[config.mk]
export PLATFORM = sky130hd
export DESIGN_NAME = dtc_seq_eval
export DESIGN_NICKNAME = d
export VERILOG_FILES = /design/src/rtl/dtc_seq_eval.sv
export SDC_FILE = /design/constraint.sdc
export NUM_CORES = 2
export LEC_CHECK = 0
export ABC_AREA = 1
export BUFFER_PORTS_ARGS = -buffer_cell sky130_fd_sc_hd__buf_2
export CAP_MARGIN = 40
export CORE_MARGIN = 2
export CORE_UTILIZATION = 40
export CTS_CLUSTER_DIAMETER = 30
export DETAILED_ROUTE_END_ITERATION = 16
export SYNTH_ARGS = -nofsm -noshare
export SYNTH_HDL_FRONTEND = slang
export SYNTH_SLANG_ARGS = --single-unit
export TNS_END_PERCENT = 5
[constraint.sdc]
create_clock -name clk -period 6.72 [get_ports clk]
set_clock_uncertainty 0.2 [all_clocks]
set_input_delay 0.336 -clock clk [delete_from_list [all_inputs] [get_ports clk]]
set_output_delay 0.336 -clock clk [all_outputs]
set_load 0.01 [all_outputs]
[src/rtl/dtc_seq_eval.sv]
// Sequential decision-tree classifier: walks a register node table one node per clock
// from the root, steering on one feature bit per internal node, with a hop limit.
module dtc_seq_eval #(
  parameter int N_FEAT   = 9,
  parameter int CLS_W    = 1,
  parameter int ADDR_W   = 6,
  parameter int MAX_HOPS = 16,
  localparam int FIDX_W  = (N_FEAT > 1) ? $clog2(N_FEAT) : 1,
  localparam int HOP_W   = $clog2(MAX_HOPS + 1),
  localparam int NODE_W  = 1 + CLS_W + FIDX_W + 2 * ADDR_W
) (
  input  logic              clk,
  input  logic              rst_n,
  input  logic [N_FEAT-1:0] inp,
  input  logic              in_valid,
  output logic              in_ready,
  output logic [CLS_W-1:0]  outp,
  output logic              out_err,
  output logic [HOP_W-1:0]  out_hops,
  output logic              out_valid,
  input  logic              out_ready,
  input  logic              cfg_we,
  input  logic [ADDR_W-1:0] cfg_addr,
  input  logic [NODE_W-1:0] cfg_wdata
);

  localparam logic [1:0] S_IDLE = 2'd0;
  localparam logic [1:0] S_WALK = 2'd1;
  localparam logic [1:0] S_DONE = 2'd2;

  localparam int DEPTH = 1 << ADDR_W;
  localparam logic [HOP_W-1:0]  MAX_HOPS_C = HOP_W'(MAX_HOPS);
  localparam logic [NODE_W-1:0] NODE_RST   = {1'b1, {(NODE_W-1){1'b0}}};

  logic [1:0]        state_q, state_d;
  logic              rdy_en_q, rdy_en_d;
  logic [N_FEAT-1:0] sample_q, sample_d;
  logic [ADDR_W-1:0] cur_addr_q, cur_addr_d;
  logic [HOP_W-1:0]  hop_cnt_q, hop_cnt_d;
  logic [CLS_W-1:0]  outp_q, outp_d;
  logic              out_err_q, out_err_d;
  logic [HOP_W-1:0]  out_hops_q, out_hops_d;
  logic              tbl_we_d;

  logic [NODE_W-1:0] node_q [DEPTH];

  logic [NODE_W-1:0] nd;
  logic              nd_leaf;
  logic [CLS_W-1:0]  nd_cls;
  logic [FIDX_W-1:0] nd_fidx;
  logic [ADDR_W-1:0] nd_f, nd_t;
  logic              feat_bit;

  assign nd      = node_q[cur_addr_q];
  assign nd_leaf = nd[NODE_W-1];
  assign nd_cls  = nd[NODE_W-2 -: CLS_W];
  assign nd_fidx = nd[2*ADDR_W+FIDX_W-1 -: FIDX_W];
  assign nd_f    = nd[2*ADDR_W-1 -: ADDR_W];
  assign nd_t    = nd[ADDR_W-1:0];

  // Feature indices beyond the vector read as 0, so such nodes always take f_child.
  always_comb begin
    feat_bit = 1'b0;
    if (int'(nd_fidx) < N_FEAT) feat_bit = sample_q[nd_fidx];
  end

  // in_ready is held off until the first edge after reset release.
  assign in_ready  = rdy_en_q && (state_q == S_IDLE);
  assign out_valid = (state_q == S_DONE);
  assign outp      = outp_q;
  assign out_err   = out_err_q;
  assign out_hops  = out_hops_q;

  always_comb begin
    state_d    = state_q;
    rdy_en_d   = 1'b1;
    sample_d   = sample_q;
    cur_addr_d = cur_addr_q;
    hop_cnt_d  = hop_cnt_q;
    outp_d     = outp_q;
    out_err_d  = out_err_q;
    out_hops_d = out_hops_q;
    tbl_we_d   = cfg_we && (state_q == S_IDLE);
    case (state_q)
      S_IDLE: begin
        if (in_valid && in_ready) begin
          sample_d   = inp;
          cur_addr_d = '0;
          hop_cnt_d  = '0;
          state_d    = S_WALK;
        end
      end
      S_WALK: begin
        if (nd_leaf) begin
          outp_d     = nd_cls;
          out_err_d  = 1'b0;
          out_hops_d = hop_cnt_q;
          state_d    = S_DONE;
        end else if (hop_cnt_q == MAX_HOPS_C) begin
          outp_d     = '0;
          out_err_d  = 1'b1;
          out_hops_d = MAX_HOPS_C;
          state_d    = S_DONE;
        end else begin
          cur_addr_d = feat_bit ? nd_t : nd_f;
          hop_cnt_d  = hop_cnt_q + HOP_W'(1);
        end
      end
      S_DONE: begin
        if (out_ready) state_d = S_IDLE;
      end
      default: state_d = S_IDLE;
    endcase
  end

  always_ff @(posedge clk or negedge rst_n) begin
    if (!rst_n) begin
      state_q    <= S_IDLE;
      rdy_en_q   <= 1'b0;
      cur_addr_q <= '0;
      hop_cnt_q  <= '0;
      outp_q     <= '0;
      out_err_q  <= 1'b0;
      out_hops_q <= '0;
    end else begin
      state_q    <= state_d;
      rdy_en_q   <= rdy_en_d;
      cur_addr_q <= cur_addr_d;
      hop_cnt_q  <= hop_cnt_d;
      outp_q     <= outp_d;
      out_err_q  <= out_err_d;
      out_hops_q <= out_hops_d;
    end
  end

  // The captured sample is pure data and needs no reset.
  always_ff @(posedge clk) begin
    sample_q <= sample_d;
  end

  always_ff @(posedge clk or negedge rst_n) begin
    if (!rst_n) begin
      for (int i = 0; i < DEPTH; i++) node_q[i] <= NODE_RST;
    end else if (tbl_we_d) begin
      node_q[cfg_addr] <= cfg_wdata;
    end
  end

endmodule

==> results.txt <==
----------------------------------------------------
[Timing]
  Number of endpoints failing setup at the final stage ... 0
  Setup repair after global routing missed its margin ... no
  Number of endpoints with negative hold slack in the final report ... 0
  Final min period ... 4290 ps
  Total negative setup slack ... 0 ps
  Worst slew pin tran ... 1110 ps
  Final period util ... 63.8%
  Max-slew violation total from the final report ... 0
  Max-slew headroom at the worst pin ... 25.9%
  FMAX ... 0.233 GHz

[Clocking]
  Clock tree sinks ... between 1000 and 1500
  Number of hold-repair buffers added at the cts stage ... 42
  CTS tree ... built
  Count of instances resized after the clock tree is built ... 0
  Number of buffers added for setup after CTS ... 0
  Maximum count of clock buffers along a single path ... 4
  CTS H-tree lvls ... 5
  Clock transition time at the flip-flop clock pins of the worst setup and hold paths ... 40 ps
  Number of buffers created by CTS ... 294
  Root Buffer ... clkbuf_16
  Clock network latency to the later pin of the worst-skew pair ... 880 ps

[Yosys]
  Flops & latches, synth ... 1182
  Library cell occupying the most area in the post-synthesis netlist ... dfrtp_1
  Nets in the synthesized netlist ... 6211
  Synthesized area divided by synthesized cell count ... 8.63 µm²
  Post-synthesis cell type count ... 40
  Yosys warning total ... 0
  Fraction of the yosys area taken by sequential cells ... a little under three fifths
  Number of synthesized flops with an enable pin ... 9
  Cells taking the most area after synthesis ... dfrtp_1 (52%), nand2_1 (14%), o21ai_0 (13%)
  Gate count of the mapped netlist ... about 6200
  Share of the synthesized area in the top cell type ... 52.1%
  Post-synth design cell area ... 53300 µm²
  Cell with the most instances after synthesis ... nand2_1
  Post-synthesis async set-or-reset flop share ... 99.2%
  Main flop type after synthesis ... dfrtp_1
  Most common library cells after synthesis ... nand2_1 (1975), o21ai_0 (1337), dfrtp_1 (1109)

[Die]
  Cell Rows ... 133
  Effective utilization at floorplan ... between 40% and 50%
  Die X-Extent ... 369 µm
  Die ar. ... approximately 140000 µm²
  Vertical die dimension ... 369 µm
  Top-Level Pins ... 47
  Core Area ... around 130000 µm²

[Global routing]
  First-pass GRT wire length ... 271 mm
  Met1 GRT Util ... 34.8%
  Gr ovfl total ... 0
  Via count of the first global-routing pass ... ~44000
  Met2 global-route usage ... 40.1%
  GRT Util Overall ... about a quarter
  Largest net degree at the start of global routing ... 183
  M3 GR Usage ... 4.41%
  GRT busiest layer ... met2
  Number of antenna violations at the first check in global routing ... 7

[Power]
  Leakage power ... around 0.028 µW
  Maximum resistive drop on vdd ... 0.273 mV
  Power Density ... between 400 and 500 nW/µm²

[Worst setup path]
  Worst R2R End ... cur_addr_q[5]
  Arrival time worst endpoint ... 4840 ps
  Launch point of the critical path ... cur_addr_q[0]
  FF-to-FF Start ... cur_addr_q[0]
  Endpoint class of the critical path ... register
  Register-to-register path setup slack ... 2430 ps
  Worst R2R Path Depth ... 17
  Setup crit start kind ... register
  Kind of critical path ... reg2reg
  Max Fanout on Critical Path ... 131
  Worst setup path endpoint ... cur_addr_q[5]
  CP required ... 7270 ps

[Route]
  Routed length per instance ... ~22 µm
  Via total after detailed routing ... 45682
  Wire length after detailed routing ... 175 mm
  Number of remaining DRC errors ... 0
  Number of DRC markers in iteration 0 ... 4818
  Count of TritonRoute iterations in the first routing pass ... 6
  Post-route ant nets ... 0
  Detailed-route vias per instance ... 5.67

[Placement]
  Port Buffers ... 46
  Global placement routability congestion ... 0.896
  DP Cell Count ... roughly 7500
  HPWL after DPL ... approximately 95 mm

[Cells and area]
  Area delta synth->final ... 21.2%
  Fraction of final layout cells with drive strength greater than 1 ... about 12%
  # nets final ... about 6000
  Post-Layout Cell Count ... slightly above 8000

[Status]
  Outcome ... complete, no violations

[Flow run]
  Number of maximum-capacitance violations ... 0

[Min path]
  Type of the worst min-delay path ... in2reg

----------------------------------------------------
registers in the layout, summed over array words and instances, names as in the netlist:
name	cells
node_q	1152
outp	1
rdy_en_q	1
hop_cnt_q	5
out_hops	5
sample_q	9
cur_addr_q	6
state_q	2
out_err	1
worst min-delay path by stage:
stage / startpoint / end / slack, ps / cells past startpoint
5_1_grt: cfg_wdata[13] / node_q[733] / 50 / 4
3_3_place_gp: rst_n / node_q[134] / 250 / 1
2_1_floorplan: rst_n / cur_addr_q[0] / -160 / 0
4_1_cts: cfg_wdata[13] / node_q[733] / 6 / 4
6_report: cfg_wdata[1] / node_q[793] / 50 / 4
3_5_place_dp: rst_n / node_q[98] / 240 / 1
cells by family (layout without fill, tap and decap cells):
logic type	Yosys count	in the layout	synth area share [%]
AND/OR/NAND/NOR	2424	2424	18.3
other	1	2	0.00704
flip-flops	1182	1182	55.8
adder cells (fa/ha/maj)	2	2	0.0470
AO/OA/AOI/OAI	1953	1953	20.5
buffers and inverters	607	741	5.34
XOR/XNOR	2	2	0.0329
report_power, final:
part           leakage (µW)  internal, µW  switching, µW
Combinational       0.00749          2090           4710
Clock               0.00484         10000           4160
Sequential           0.0158          8540            852
Total                0.0281         20600           9730
per-layer routing:
layer  up-vias  wire, µm
met5         -        21
met4         4      7170
met3       372     11900
met2      1767     80600
met1     22680     75500
li1      20859         -
through the flow:
stage / hold WS [ps] / utilization [%] / instance area, µm² / setup slack, ps / total power (µW)
floorplan: -160 / - / 53300 / 4500 / 13800
global placement: 246 / 40.9 / 53900 / 2540 / 16000
detailed placement: 237 / 41.1 / 54200 / 2550 / 16100
CTS: 5.53 / 49.0 / 64600 / 2520 / 30400
global route: 53.3 / 49.0 / 64600 / 2150 / 31700
finish: 51.0 / 49.0 / 64600 / 2430 / 30400
critical path: stages (launching register included):
cell      delay, ps
dfrtp_4         720
inv_8           620
buf_12          490
nand2_1         120
nand3_1         100
nand3_1          80
nand2_1         140
nand2_1          70
nand3_1         230
o211ai_1        260
nand2_1         250
inv_1            90
nand2_1          70
nand3_1          80
nand3_2         150
nand3_1         100
nand3_1         100
nand2_1          70
placed cells by master (no fill, tap or decap), types with 50 or more instances in the layout:
cell	n
clkbuf_1	51
clkbuf_16	300
dfstp_2	64
buf_4	65
nand3_1	244
nand2_2	50
nor2_1	130
a32o_1	95
o211ai_1	82
o22ai_1	51
dfrtp_1	1105
nand2_1	1975
o21ai_0	1337
a21oi_1	283
area by class of cell:
| cell class | count | area (µm²) |
|---|---|---|
| Fill cell | 12402 | 67200 |
| Antenna cell | 1 | 2.50 |
| Timing Repair Buffer | 184 | 1810 |
| Sequential cell | 1182 | 29700 |
| Tap cell | 1755 | 2200 |
| Inverter | 53 | 233 |
| Clock inverter | 107 | 1580 |
| Clock buffer | 397 | 8330 |
| Multi-Input combinational cell | 4382 | 20700 |
Note: power is estimated with default switching activity, not from simulation.
